==> config.mk <==
export PLATFORM = sky130hd
export DESIGN_NAME = instr_fetch
export DESIGN_NICKNAME = d
export VERILOG_FILES = /design/src/rtl/mips_pkg.sv /design/src/rtl/fetch_fifo.sv /design/src/rtl/instr_fetch.sv
export SDC_FILE = /design/constraint.sdc
export NUM_CORES = 1
export LEC_CHECK = 0
export ABC_AREA = 1
export ABC_CLOCK_PERIOD_IN_PS = 7700
export CAP_MARGIN = 25
export CORE_ASPECT_RATIO = 1.4
export CORE_MARGIN = 4
export CORE_UTILIZATION = 41
export CTS_CLUSTER_DIAMETER = 200
export CTS_CLUSTER_SIZE = 20
export DETAILED_ROUTE_END_ITERATION = 10
export MAX_ROUTING_LAYER = met4
export PLACE_DENSITY = 0.71
export SLEW_MARGIN = 15
export SYNTH_ARGS = -nofsm -noshare
export SYNTH_HDL_FRONTEND = slang
export SYNTH_SLANG_ARGS = --single-unit
==> constraint.sdc <==
create_clock -name clk -period 7.7 [get_ports clk]
set_input_delay 1.155 -clock clk [delete_from_list [all_inputs] [get_ports clk]]
set_output_delay 1.155 -clock clk [all_outputs]
set_load 0.03 [all_outputs]
==> src/rtl/mips_pkg.sv <==
// rtl/mips_pkg.sv - shared MIPS datapath constants, opcodes and fetch entry type
package mips_pkg;

    localparam int          WORD_W           = 32;
    localparam logic [31:0] NOP_INSTR        = 32'h0000_0000;
    localparam logic [31:0] DEFAULT_RESET_PC = 32'h0000_0000;

    // Primary opcodes recognised by the main control decoder
    localparam logic [5:0] OP_RTYPE = 6'h00;
    localparam logic [5:0] OP_J     = 6'h02;
    localparam logic [5:0] OP_JAL   = 6'h03;
    localparam logic [5:0] OP_BEQ   = 6'h04;
    localparam logic [5:0] OP_BNE   = 6'h05;
    localparam logic [5:0] OP_ADDI  = 6'h08;
    localparam logic [5:0] OP_LW    = 6'h23;
    localparam logic [5:0] OP_SW    = 6'h2B;

    // One fetch-buffer entry: the word together with the address it came from
    typedef struct packed {
        logic [WORD_W-1:0] pc;
        logic [WORD_W-1:0] instr;
    } fetch_entry_t;

    // Instruction addresses are always word aligned
    function automatic logic [WORD_W-1:0] word_align(input logic [WORD_W-1:0] addr);
        return {addr[WORD_W-1:2], 2'b00};
    endfunction

endpackage

==> src/rtl/fetch_fifo.sv <==
// rtl/fetch_fifo.sv - synchronous FIFO with flush, occupancy count and head read
module fetch_fifo #(
    parameter int W     = 32,
    parameter int DEPTH = 4
) (
    input  logic                         clk,
    input  logic                         rst_n,
    input  logic                         push,
    input  logic [W-1:0]                 push_data,
    input  logic                         pop,
    input  logic                         flush,
    output logic [W-1:0]                 head,
    output logic [$clog2(DEPTH+1)-1:0]   count,
    output logic                         empty
);

    localparam int AW = $clog2(DEPTH);
    localparam int CW = $clog2(DEPTH+1);

    logic [W-1:0]  mem [DEPTH];
    logic [AW-1:0] rd_ptr;
    logic [AW-1:0] wr_ptr;
    logic          full;
    logic          do_push;
    logic          do_pop;

    assign empty   = (count == '0);
    assign full    = (count == CW'(DEPTH));
    // A push into a full FIFO is only legal when the head leaves in the same cycle
    assign do_push = push && (!full || pop);
    assign do_pop  = pop && !empty;
    assign head    = mem[rd_ptr];

    // Pointers and occupancy; flush empties the FIFO regardless of push/pop
    always_ff @(posedge clk or negedge rst_n) begin
        if (!rst_n) begin
            rd_ptr <= '0;
            wr_ptr <= '0;
            count  <= '0;
        end else if (flush) begin
            rd_ptr <= '0;
            wr_ptr <= '0;
            count  <= '0;
        end else begin
            if (do_push) wr_ptr <= wr_ptr + AW'(1);
            if (do_pop)  rd_ptr <= rd_ptr + AW'(1);
            count <= count + CW'(do_push) - CW'(do_pop);
        end
    end

    // Storage array; contents of empty slots are never observed, so no reset
    always_ff @(posedge clk) begin
        if (do_push && !flush) mem[wr_ptr] <= push_data;
    end

endmodule

==> src/rtl/instr_fetch.sv <==
// rtl/instr_fetch.sv - PC, instruction memory request issue, response buffering and redirect
module instr_fetch
    import mips_pkg::*;
#(
    parameter logic [31:0] RESET_PC = DEFAULT_RESET_PC,
    parameter int          DEPTH    = 4
) (
    input  logic        clk,
    input  logic        rst_n,
    output logic        imem_req_valid,
    output logic [31:0] imem_req_addr,
    input  logic        imem_req_ready,
    input  logic        imem_rsp_valid,
    input  logic [31:0] imem_rsp_data,
    output logic        instr_valid,
    output logic [31:0] instruction,
    output logic [31:0] instr_pc,
    input  logic        instr_ready,
    input  logic        redirect_valid,
    input  logic [31:0] redirect_pc
);

    localparam int CW = $clog2(DEPTH+1);

    logic [31:0]   pc;
    logic [CW-1:0] outstanding;
    logic [CW-1:0] buf_count;
    logic [CW-1:0] discard;
    logic [CW:0]   in_use;
    logic          pcq_empty;
    logic [31:0]   pcq_head;
    logic          fb_empty;
    fetch_entry_t  fb_in;
    fetch_entry_t  fb_head;
    logic          req_fire;
    logic          rsp_fire;
    logic          fb_push;
    logic          fb_pop;
    logic          unused_redirect_bits;

    // Low address bits of a redirect target are ignored by design
    assign unused_redirect_bits = ^redirect_pc[1:0];

    // Every word either in flight or buffered holds a buffer slot, so the buffer can never overflow
    assign in_use         = {1'b0, outstanding} + {1'b0, buf_count};
    assign imem_req_valid = rst_n && !redirect_valid && (in_use < (CW+1)'(DEPTH));
    assign imem_req_addr  = pc;
    assign req_fire       = imem_req_valid && imem_req_ready;

    // Responses with nothing outstanding are stray and ignored
    assign rsp_fire = imem_rsp_valid && !pcq_empty;
    assign fb_push  = rsp_fire && (discard == '0) && !redirect_valid;
    assign fb_pop   = instr_valid && instr_ready;
    assign fb_in    = '{pc: pcq_head, instr: imem_rsp_data};

    assign instr_valid = !fb_empty;
    assign instruction = instr_valid ? fb_head.instr : NOP_INSTR;
    assign instr_pc    = instr_valid ? fb_head.pc    : 32'h0000_0000;

    // PC of every accepted request, popped in order as responses return
    fetch_fifo #(
        .W     (32),
        .DEPTH (DEPTH)
    ) u_pc_queue (
        .clk       (clk),
        .rst_n     (rst_n),
        .push      (req_fire),
        .push_data (pc),
        .pop       (rsp_fire),
        .flush     (1'b0),
        .head      (pcq_head),
        .count     (outstanding),
        .empty     (pcq_empty)
    );

    // Fetched words waiting for decode, each tagged with its PC
    fetch_fifo #(
        .W     ($bits(fetch_entry_t)),
        .DEPTH (DEPTH)
    ) u_fetch_buf (
        .clk       (clk),
        .rst_n     (rst_n),
        .push      (fb_push),
        .push_data (fb_in),
        .pop       (fb_pop),
        .flush     (redirect_valid),
        .head      (fb_head),
        .count     (buf_count),
        .empty     (fb_empty)
    );

    // Fetch address: reload on redirect, otherwise advance one word per accepted request
    always_ff @(posedge clk or negedge rst_n) begin
        if (!rst_n) begin
            pc <= RESET_PC;
        end else if (redirect_valid) begin
            pc <= word_align(redirect_pc);
        end else if (req_fire) begin
            pc <= pc + 32'd4;
        end
    end

    // Count of in-flight responses belonging to a squashed path; everything in flight at a redirect is stale
    always_ff @(posedge clk or negedge rst_n) begin
        if (!rst_n) begin
            discard <= '0;
        end else if (redirect_valid) begin
            discard <= outstanding - CW'(rsp_fire);
        end else if (rsp_fire && (discard != '0)) begin
            discard <= discard - CW'(1);
        end
    end

endmodule

==> flow_summary.json, run 1 <==
{
  "num_io_pins": 168,
  "rsz0062_at_grt": "no",
  "area_growth_pct": 16.49,
  "holdWs_ps": 565.2,
  "mostFrequentLayoutCells": "edfxtp_1 (368), nor2_1 (354), o21ai_0 (190)",
  "max_clock_freq_ghz": 0.1954,
  "worst_slew_pin_slew_ps": 1016,
  "core-area_um2": 42090,
  "numCtsBuffers": 24,
  "grt_pass1_wl_um": 60250,
  "die_width_um": 182.1,
  "end_kind": "primary output",
  "syn_area_um2": 17400,
  "port_buffers": 161,
  "slew_headroom_pct": 32.08,
  "arrival_ps": 3960,
  "multi_input_area_um2": 4577,
  "rr_endpoint": "u_pc_queue.mem[0][2]$_DFFE_PP_",
  "drt_iter0_drc": 836,
  "layout.area.seq_um2": 12230,
  "ctsResizeCount": 0,
  "finalHoldViolCount": 0,
  "cp-startpoint": "u_fetch_buf.rd_ptr[0]$_DFFE_PN0P_",
  "fin_area_um2": 20270,
  "tns_ps": 0,
  "synthTopCellsByArea": "edfxtp_1 (64%), nor2_1 (7.8%), dfrtp_1 (6.8%)",
  "synth_edf_count": 368,
  "drv_cap": 0,
  "r2r_cells": 8,
  "postSynth.asyncResetShare_pct": 11.33,
  "grt_pass1_vias": 11466,
  "ys_seq_elements": 415,
  "hold_buffers": 0,
  "mostFrequentLayoutCell": "edfxtp_1",
  "cp.required_ps": 6550,
  "start_kind": "flop",
  "overflow": 0,
  "whs_endpoint": "u_pc_queue.wr_ptr[1]$_DFFE_PN0P_",
  "peakVddDrop_mv": 0.1588,
  "cts_buffer_depth": 3,
  "synth_top_area_share_pct": 63.52,
  "drive_gt1_share_pct": 4.938,
  "synth_area_per_cell_um2": 11.33,
  "reg2reg_from": "u_pc_queue.count[2]$_DFF_PN0_",
  "cts_tree": "done",
  "syn_inst": 1536,
  "finalPower_uw": 6404,
  "initial_utilization_pct": 41.33,
  "finalCriticalPeriod_ps": 5117,
  "crit_type": "reg2out",
  "detail-route-antenna-nets": 0,
  "ys_seq_area_share_pct": 70.28,
  "root_buffer": "clkbuf_16",
  "routed_wire_length_per_instance_um": 17.45,
  "drc": 0,
  "postCtsSetupBuffers": 0,
  "p_per_area_nw_per_um2": 316.0,
  "dieArea_um2": 45840,
  "ctsHtreeMaxLevel": 1,
  "holdCritPathClass": "reg2reg",
  "clock_latency_ps": 550,
  "hp-start": "u_pc_queue.wr_ptr[1]$_DFFE_PN0P_",
  "setup_viol": 0,
  "dp_hpwl_um": 23760,
  "cts_sinks": 415,
  "p_leak_uw": 0.007062,
  "finalCritPeriodShare_pct": 66.45,
  "synth.distinct_cells": 31,
  "wirelength_um": 38860,
  "ys.warnings.count": 0,
  "dominantRegCellSynth": "edfxtp_1",
  "slew_violations": 0,
  "utilization_pct": 48.15,
  "fp.dieH_um": 251.7,
  "fillers": 3654,
  "dpl_cell_area_um2": 19550,
  "synth_top_area_cell": "edfxtp_1",
  "critPathMaxFanout": 63,
  "routabilityCongestion": 0.8156,
  "rrSetupSlack_ps": 4350,
  "hold_depth": 2,
  "drt_pass1_iterations": 7,
  "antenna_cells": 0,
  "finalClockSkew_ps": 24.64,
  "grt.total_usage_pct": 16.74,
  "antenna_found_initial": 0,
  "num-nets-final": 1754,
  "grt_max_degree": 89,
  "vias": 11458,
  "via_per_inst": 5.145,
  "status": "finished, final reports clean",
  "clkTransAtPathRegs_ps": 90,
  "row_count": 89
}
[logic make-up after synthesis]
family	after synthesis	share of synthesized area [%]
compound gates	295	8.831
buf+inv	158	3.855
simple gates	633	14.76
fa+ha+maj	21	1.597
other cells	1	0.02155
xor+xnor	13	0.6544
flops	415	70.28
[power breakdown]
| part | leakage, uW | internal, uW | total, uW | switching (uW) |
|---|---|---|---|---|
| clock | 0.000329 | 613 | 1290 | 676 |
| combinational | 0.00284 | 722 | 2210 | 1480 |
| sequential | 0.00389 | 2750 | 2910 | 159 |
| total | 0.00706 | 4090 | 6400 | 2320 |
[metrics by stage]
step	cells	worst slack (ps)
after floorplan	1539	2920
after global placement	2180	2957
after detailed placement	2182	3140
after CTS	2226	2529
after global routing	2227	2328
final	2227	2583
[sequential cells by signal, summed over array words and instances (netlist names)]
name / cells
discard: 3
imem_req_addr: 30
u_fetch_buf.count: 3
u_fetch_buf.mem: 248
u_fetch_buf.rd_ptr: 2
u_fetch_buf.wr_ptr: 2
u_pc_queue.count: 3
u_pc_queue.mem: 120
u_pc_queue.rd_ptr: 2
u_pc_queue.wr_ptr: 2
[cells in the mapped netlist, types with 2 or more instances]
master,count
a21oi_1,65
and2_1,2
buf_1,4
buf_2,15
buf_4,13
clkbuf_1,42
clkbuf_2,6
dfrtp_1,47
edfxtp_1,368
fa_1,2
ha_1,19
inv_1,71
inv_2,5
nand2_1,170
nand2_2,7
nand3_1,76
nor2_1,362
nor2_2,7
nor2_4,6
o21ai_0,190
o21bai_1,8
o22ai_1,30
or2_2,2
xnor2_1,7
xor2_1,6
[final cells by class]
class                           instances  share of cell area, %
Sequential cell                       415                  60.35
Multi-Input combinational cell        966                  22.58
Timing Repair Buffer                  178                  8.779
Clock buffer                           43                  3.420
Tap cell                              546                  3.371
Inverter                               78                  1.457
Clock inverter                          1                0.03704
[worst max-delay path: stages (launching register included)]
cell             delay, ps
dfrtp_4                670
inv_2                  740
buf_4                  610
o21ai_0                180
a21oi_1                390
clkdlybuf4s50_1        760
[layer usage]
metal	global-route usage (%)	vias to the layer above	wire, um
met1	19.71	5573	15870
met4	5.428	0	1081
met2	30.31	298	20340
met3	1.485	60	1572
li1	-	5527	-
met5	-	-	0
[worst max path at each step]
stage                                       end  depth (start not counted)  slack (ps)
2_1_floorplan   u_fetch_buf.mem[0][0]$_DFFE_PP_                          6        2920
6_report                           instr_pc[28]                          5        2580
3_5_place_dp                       instr_pc[28]                          5        3140
5_1_grt                            instr_pc[13]                          5        2330
3_3_place_gp   u_fetch_buf.mem[2][22]$_DFFE_PP_                          8        2960
4_1_cts                            instr_pc[28]                          5        2530
Note: power is estimated with default switching activity, not from simulation.
==> inputs of run 2 (changes only) <==
- ABC_CLOCK_PERIOD_IN_PS: 7700 -> 5200
- clock period: 7.7 -> 5.2 ns (I/O delays scaled with it)
==> run 2 against run 1 <==
Clock power is 47% higher. Combinational power is 49% higher. Sequential power is 48% higher. Critical endpoint is now instr_pc[29]. Largest power group unchanged. Critical path type unchanged. Non-clock buffer count is 6 higher.
==> flow_summary.json, run 2 (same netlist as run 1, synthesis figures left out) <==
{
  "overflow": 0,
  "grt_pass1_vias": 11485,
  "fp.dieH_um": 251.7,
  "switching_share_pct": 36.11,
  "clock_latency_ps": 550,
  "vias": 11495,
  "core-area_um2": 42090,
  "ctsResizeCount": 0,
  "num-nets-final": 1760,
  "max_clock_freq_ghz": 0.2400,
  "slew_violations": 0,
  "grt_max_degree": 75,
  "utilization_pct": 48.18,
  "finalCriticalPeriod_ps": 4166,
  "holdWs_ps": 346.1,
  "seqPwrFrac_pct": 45.3,
  "die_width_um": 182.1,
  "clock_power_share_pct": 20.0,
  "p_leak_uw": 0.007094,
  "grt_pass1_wl_um": 60890,
  "dieArea_um2": 45840,
  "numCtsBuffers": 24,
  "drive_gt1_share_pct": 5.276,
  "rsz0062_at_grt": "no",
  "drc": 0,
  "critical_path.cell_chain": "inv_2, buf_12, o21ai_0, a21oi_1, clkdlybuf4s50_1",
  "finalHoldViolCount": 0,
  "cts_sinks": 415,
  "num_io_pins": 168,
  "cts_tree": "done",
  "mostFrequentLayoutCell": "edfxtp_1",
  "tns_ps": 0,
  "peakVddDrop_mv": 0.2855,
  "critPathMaxFanout": 74,
  "hold_buffers": 0,
  "detail-route-antenna-nets": 0,
  "crit_type": "reg2out",
  "finalCritPeriodShare_pct": 80.12,
  "p_per_area_nw_per_um2": 468.8,
  "status": "finished, final reports clean",
  "largest_register_ffs": 248,
  "cp.required_ps": 4420,
  "row_count": 89,
  "cts_buffer_depth": 3,
  "routed_wire_length_per_instance_um": 17.42,
  "initial_utilization_pct": 41.33,
  "clkTransAtPathRegs_ps": 80,
  "end_kind": "primary output",
  "postCtsSetupBuffers": 0,
  "p_sw_uw": 3433,
  "root_buffer": "clkbuf_16",
  "drv_cap": 0,
  "holdCritPathClass": "in2async",
  "ctsHtreeMaxLevel": 1,
  "routabilityCongestion": 0.8116,
  "antenna_cells": 0,
  "max_stage_delay_ps": 730,
  "drt_iter0_drc": 859,
  "grt.total_usage_pct": 16.93,
  "fin_area_um2": 20280,
  "area_growth_pct": 16.56,
  "start_kind": "flop",
  "p_int_uw": 6075,
  "wirelength_um": 38890,
  "mostFrequentLayoutCells": "edfxtp_1 (368), nor2_1 (354), o21ai_0 (190)",
  "arrival_ps": 3390,
  "dp_hpwl_um": 23890,
  "worst_slew_pin_slew_ps": 985.0,
  "setup_viol": 0,
  "slowest_stage": "clkdlybuf4s50_1",
  "regMostFlops": "u_fetch_buf.mem",
  "antenna_found_initial": 0,
  "finalClockSkew_ps": 10.93,
  "via_per_inst": 5.148,
  "power_frac_comb_pct": 34.7,
  "dpl_cell_area_um2": 19550,
  "drt_pass1_iterations": 5,
  "port_buffers": 161,
  "slew_headroom_pct": 34.33
}
[run 2: through the flow]
step           worst slack, ps  power (uW)  std cells
2_1_floorplan            795.4        6393       1539
3_3_place_gp              1462        7564       2188
3_5_place_dp              1419        7685       2188
4_1_cts                  917.7        9583       2232
5_1_grt                  771.2       10040       2233
6_report                  1034        9508       2233
[run 2: worst paths after layout]
kind	start	end	slack, ps	cells after the start
min	rst_n	u_fetch_buf.count[1]$_DFF_PN0_	350	2
max in group asynchronous	rst_n	u_fetch_buf.rd_ptr[0]$_DFFE_PN0P_	4380	2
max	u_fetch_buf.rd_ptr[0]$_DFFE_PN0P_	instr_pc[29]	1030	5
max reg2reg	u_fetch_buf.count[1]$_DFF_PN0_	u_fetch_buf.count[2]$_DFF_PN0_	2350	12
min reg2reg	u_pc_queue.wr_ptr[1]$_DFFE_PN0P_	u_pc_queue.wr_ptr[1]$_DFFE_PN0P_	560	2
min in group clk	u_pc_queue.wr_ptr[1]$_DFFE_PN0P_	u_pc_queue.wr_ptr[1]$_DFFE_PN0P_	560	2
[run 2: routing by layer]
layer / vias up / share of wire, % / global-route usage (%)
met5: - / 0 / -
met4: 0 / 2.0 / 4.205
met3: 42 / 4.4 / 1.658
met2: 308 / 53 / 30.59
met1: 5614 / 41 / 20.48
li1: 5531 / - / -
[run 2: cell type report]
cell class / count / area (um^2)
sequential: 415 / 12230
fill: 3680 / 21810
multi-input combinational: 966 / 4557
tap: 546 / 683.2
clock inverter: 1 / 7.507
clock buffer: 43 / 693.2
inverter: 78 / 295.3
timing repair buffer: 184 / 1812
[run 2: critical path: cells and delay by family (launching register included)]
| kind | cells | cell delay, ps |
|---|---|---|
| AOI/OAI and AO/OA | 2 | 410 |
| buffers and inverters | 3 | 1760 |
| DFF | 1 | 650 |
[run 2: power groups by stage]
stage                     Sequential, uW  Clock (uW)  Combinational [uW]
after floorplan                     4360           0                2030
after global placement              4360           0                3200
final                               4300        1900                3300
after detailed placement            4380           0                3310
after global routing                4340        2080                3620
after CTS                           4300        1960                3320
==> inputs of run 3 (changes only) <==
- ABC_CLOCK_PERIOD_IN_PS: 5200 -> 3900
- clock period: 5.2 -> 3.9 ns (I/O delays scaled with it)
==> run 3 against run 2 <==
Total power is 36% higher. Setup slack worse by 690 ps. First-iteration DRC count is 7.5% lower. Via count is 0.66% higher. Register-to-register slack worse by 1400 ps. Global-route usage is 0.16 points higher. Sequential share of layout area is 0.71 points lower. Non-clock buffer count is 6 higher. Clock power is 35% higher. Clock-buffer cell count stayed put. Sequential cell count stayed put. Largest power group unchanged.
==> flow_summary.json, run 3 (same netlist as run 1, synthesis figures left out) <==
{
  "largest_register_ffs": 248,
  "place_inst": 2195,
  "ctsResizeCount": 0,
  "grt_max_degree": 65,
  "num-nets-final": 1766,
  "finalCriticalPeriod_ps": 3558,
  "postCtsSetupBuffers": 0,
  "mostFrequentLayoutCell": "edfxtp_1",
  "max_clock_freq_ghz": 0.2810,
  "die_width_um": 182.1,
  "p_int_uw": 8252,
  "finalClockSkew_ps": 16.38,
  "slew_violations": 0,
  "peakVddDrop_mv": 0.3470,
  "arrival_ps": 2970,
  "crit_type": "reg2out",
  "vias": 11571,
  "p_sw_uw": 4635,
  "slew_headroom_pct": 38.97,
  "grt_pass1_wl_um": 61580,
  "dp_hpwl_um": 24530,
  "cp.required_ps": 3310,
  "numCtsBuffers": 24,
  "detail-route-antenna-nets": 0,
  "cp-startpoint": "u_fetch_buf.rd_ptr[0]$_DFFE_PN0P_",
  "p_per_area_nw_per_um2": 627.9,
  "grt_pass1_vias": 11659,
  "row_count": 89,
  "antenna_cells": 0,
  "clkTransAtPathRegs_ps": 80,
  "p_leak_uw": 0.007201,
  "start_kind": "flop",
  "mostFrequentLayoutCells": "edfxtp_1 (368), nor2_1 (354), o21ai_0 (190)",
  "switching_share_pct": 35.97,
  "grt.total_usage_pct": 17.09,
  "drt_pass1_iterations": 5,
  "drive_gt1_share_pct": 6.379,
  "cts_sinks": 415,
  "clock_power_share_pct": 19.9,
  "regMostFlops": "u_fetch_buf.mem",
  "core-area_um2": 42090,
  "routabilityCongestion": 0.8155,
  "initial_utilization_pct": 41.33,
  "via_per_inst": 5.168,
  "antenna_found_initial": 0,
  "finalPower_uw": 12890,
  "port_buffers": 161,
  "setup_viol": 0,
  "drv_cap": 0,
  "power_frac_comb_pct": 35.7,
  "reg2reg_from": "u_pc_queue.count[2]$_DFF_PN0_",
  "status": "finished, final reports clean",
  "fillers": 3620,
  "clock_latency_ps": 550,
  "drt_iter0_drc": 795,
  "dieArea_um2": 45840,
  "cts_buffer_depth": 3,
  "root_buffer": "clkbuf_16",
  "finalCritPeriodShare_pct": 91.24,
  "drc": 0,
  "worst_slew_pin_slew_ps": 914.5,
  "area_growth_pct": 17.96,
  "overflow": 0,
  "wirelength_um": 39120,
  "seqPwrFrac_pct": 44.4,
  "routed_wire_length_per_instance_um": 17.47,
  "finalHoldViolCount": 0,
  "num_io_pins": 168,
  "final_cells": 2239,
  "layout.area.seq_um2": 12230,
  "fp.dieH_um": 251.7,
  "ctsHtreeMaxLevel": 1,
  "multi_input_area_um2": 4557,
  "holdCritPathClass": "in2async",
  "rsz0062_at_grt": "no",
  "critPathMaxFanout": 54,
  "hold_buffers": 0,
  "end_kind": "primary output",
  "cts_tree": "done"
}
-- run 3: cell count changes in the layout (fill, tap and decap cells not counted), sizes merged --
cell	previous run	this run
buf	24	43
clkdlybuf4s50	160	147
-- run 3: final timing paths --
path	slack (ps)	end	cells past startpoint
setup / recovery	340	instr_pc[13]	6
hold / removal	150	u_fetch_buf.wr_ptr[0]$_DFFE_PN0P_	2
setup reg to reg	970	u_pc_queue.mem[0][11]$_DFFE_PP_	9
hold reg to reg	560	u_pc_queue.wr_ptr[0]$_DFFE_PN0P_	2
max in group asynchronous	3260	u_fetch_buf.rd_ptr[0]$_DFFE_PN0P_	2
min in group clk	560	u_pc_queue.wr_ptr[0]$_DFFE_PN0P_	2
-- run 3: worst max-delay path, stage by stage (launching register included) --
cell             delay (ps)
dfrtp_4                 500
buf_4                   510
nor2_1                  100
nor2_1                  100
o21ai_0                  90
a21oi_1                 350
clkdlybuf4s50_1         750
-- run 3: through the flow --
stage          TNS (ps)  hold slack (ps)  util [%]  setup slack [ps]  cell area (um^2)
6_report              0            151.2     48.75             341.6             20520
5_1_grt               0            205.0     48.75             179.2             20520
4_1_cts               0            159.0     48.75             259.6             20520
3_5_place_dp          0            539.6     47.09             664.9             19820
3_3_place_gp          0            515.7     47.09             634.5             19820
2_1_floorplan    -76780            289.4         -            -309.6             17410
-- run 3: per-layer routing --
metal	GRT usage, %	wire length [um]
met2	30.25	20580
met3	1.601	1695
met5	-	0
met1	20.89	16000
met4	5.128	847
-- run 3: power groups by stage --
| stage | Combinational (uW) | Sequential, uW | Clock, uW |
|---|---|---|---|
| 4_1_cts | 4670 | 5720 | 2640 |
| 6_report | 4600 | 5720 | 2560 |
| 3_3_place_gp | 4520 | 5790 | 0 |
| 2_1_floorplan | 2710 | 5820 | 0 |
| 3_5_place_dp | 4650 | 5820 | 0 |
| 5_1_grt | 5060 | 5760 | 2790 |
-- run 3: final cells by class --
| class | instances | share of cell area, % |
|---|---|---|
| Clock inverter | 1 | 0.03658 |
| Tap cell | 546 | 3.329 |
| Timing Repair Buffer | 190 | 10.01 |
| Inverter | 78 | 1.439 |
| Clock buffer | 43 | 3.378 |
| Sequential cell | 415 | 59.60 |
| Multi-Input combinational cell | 966 | 22.20 |
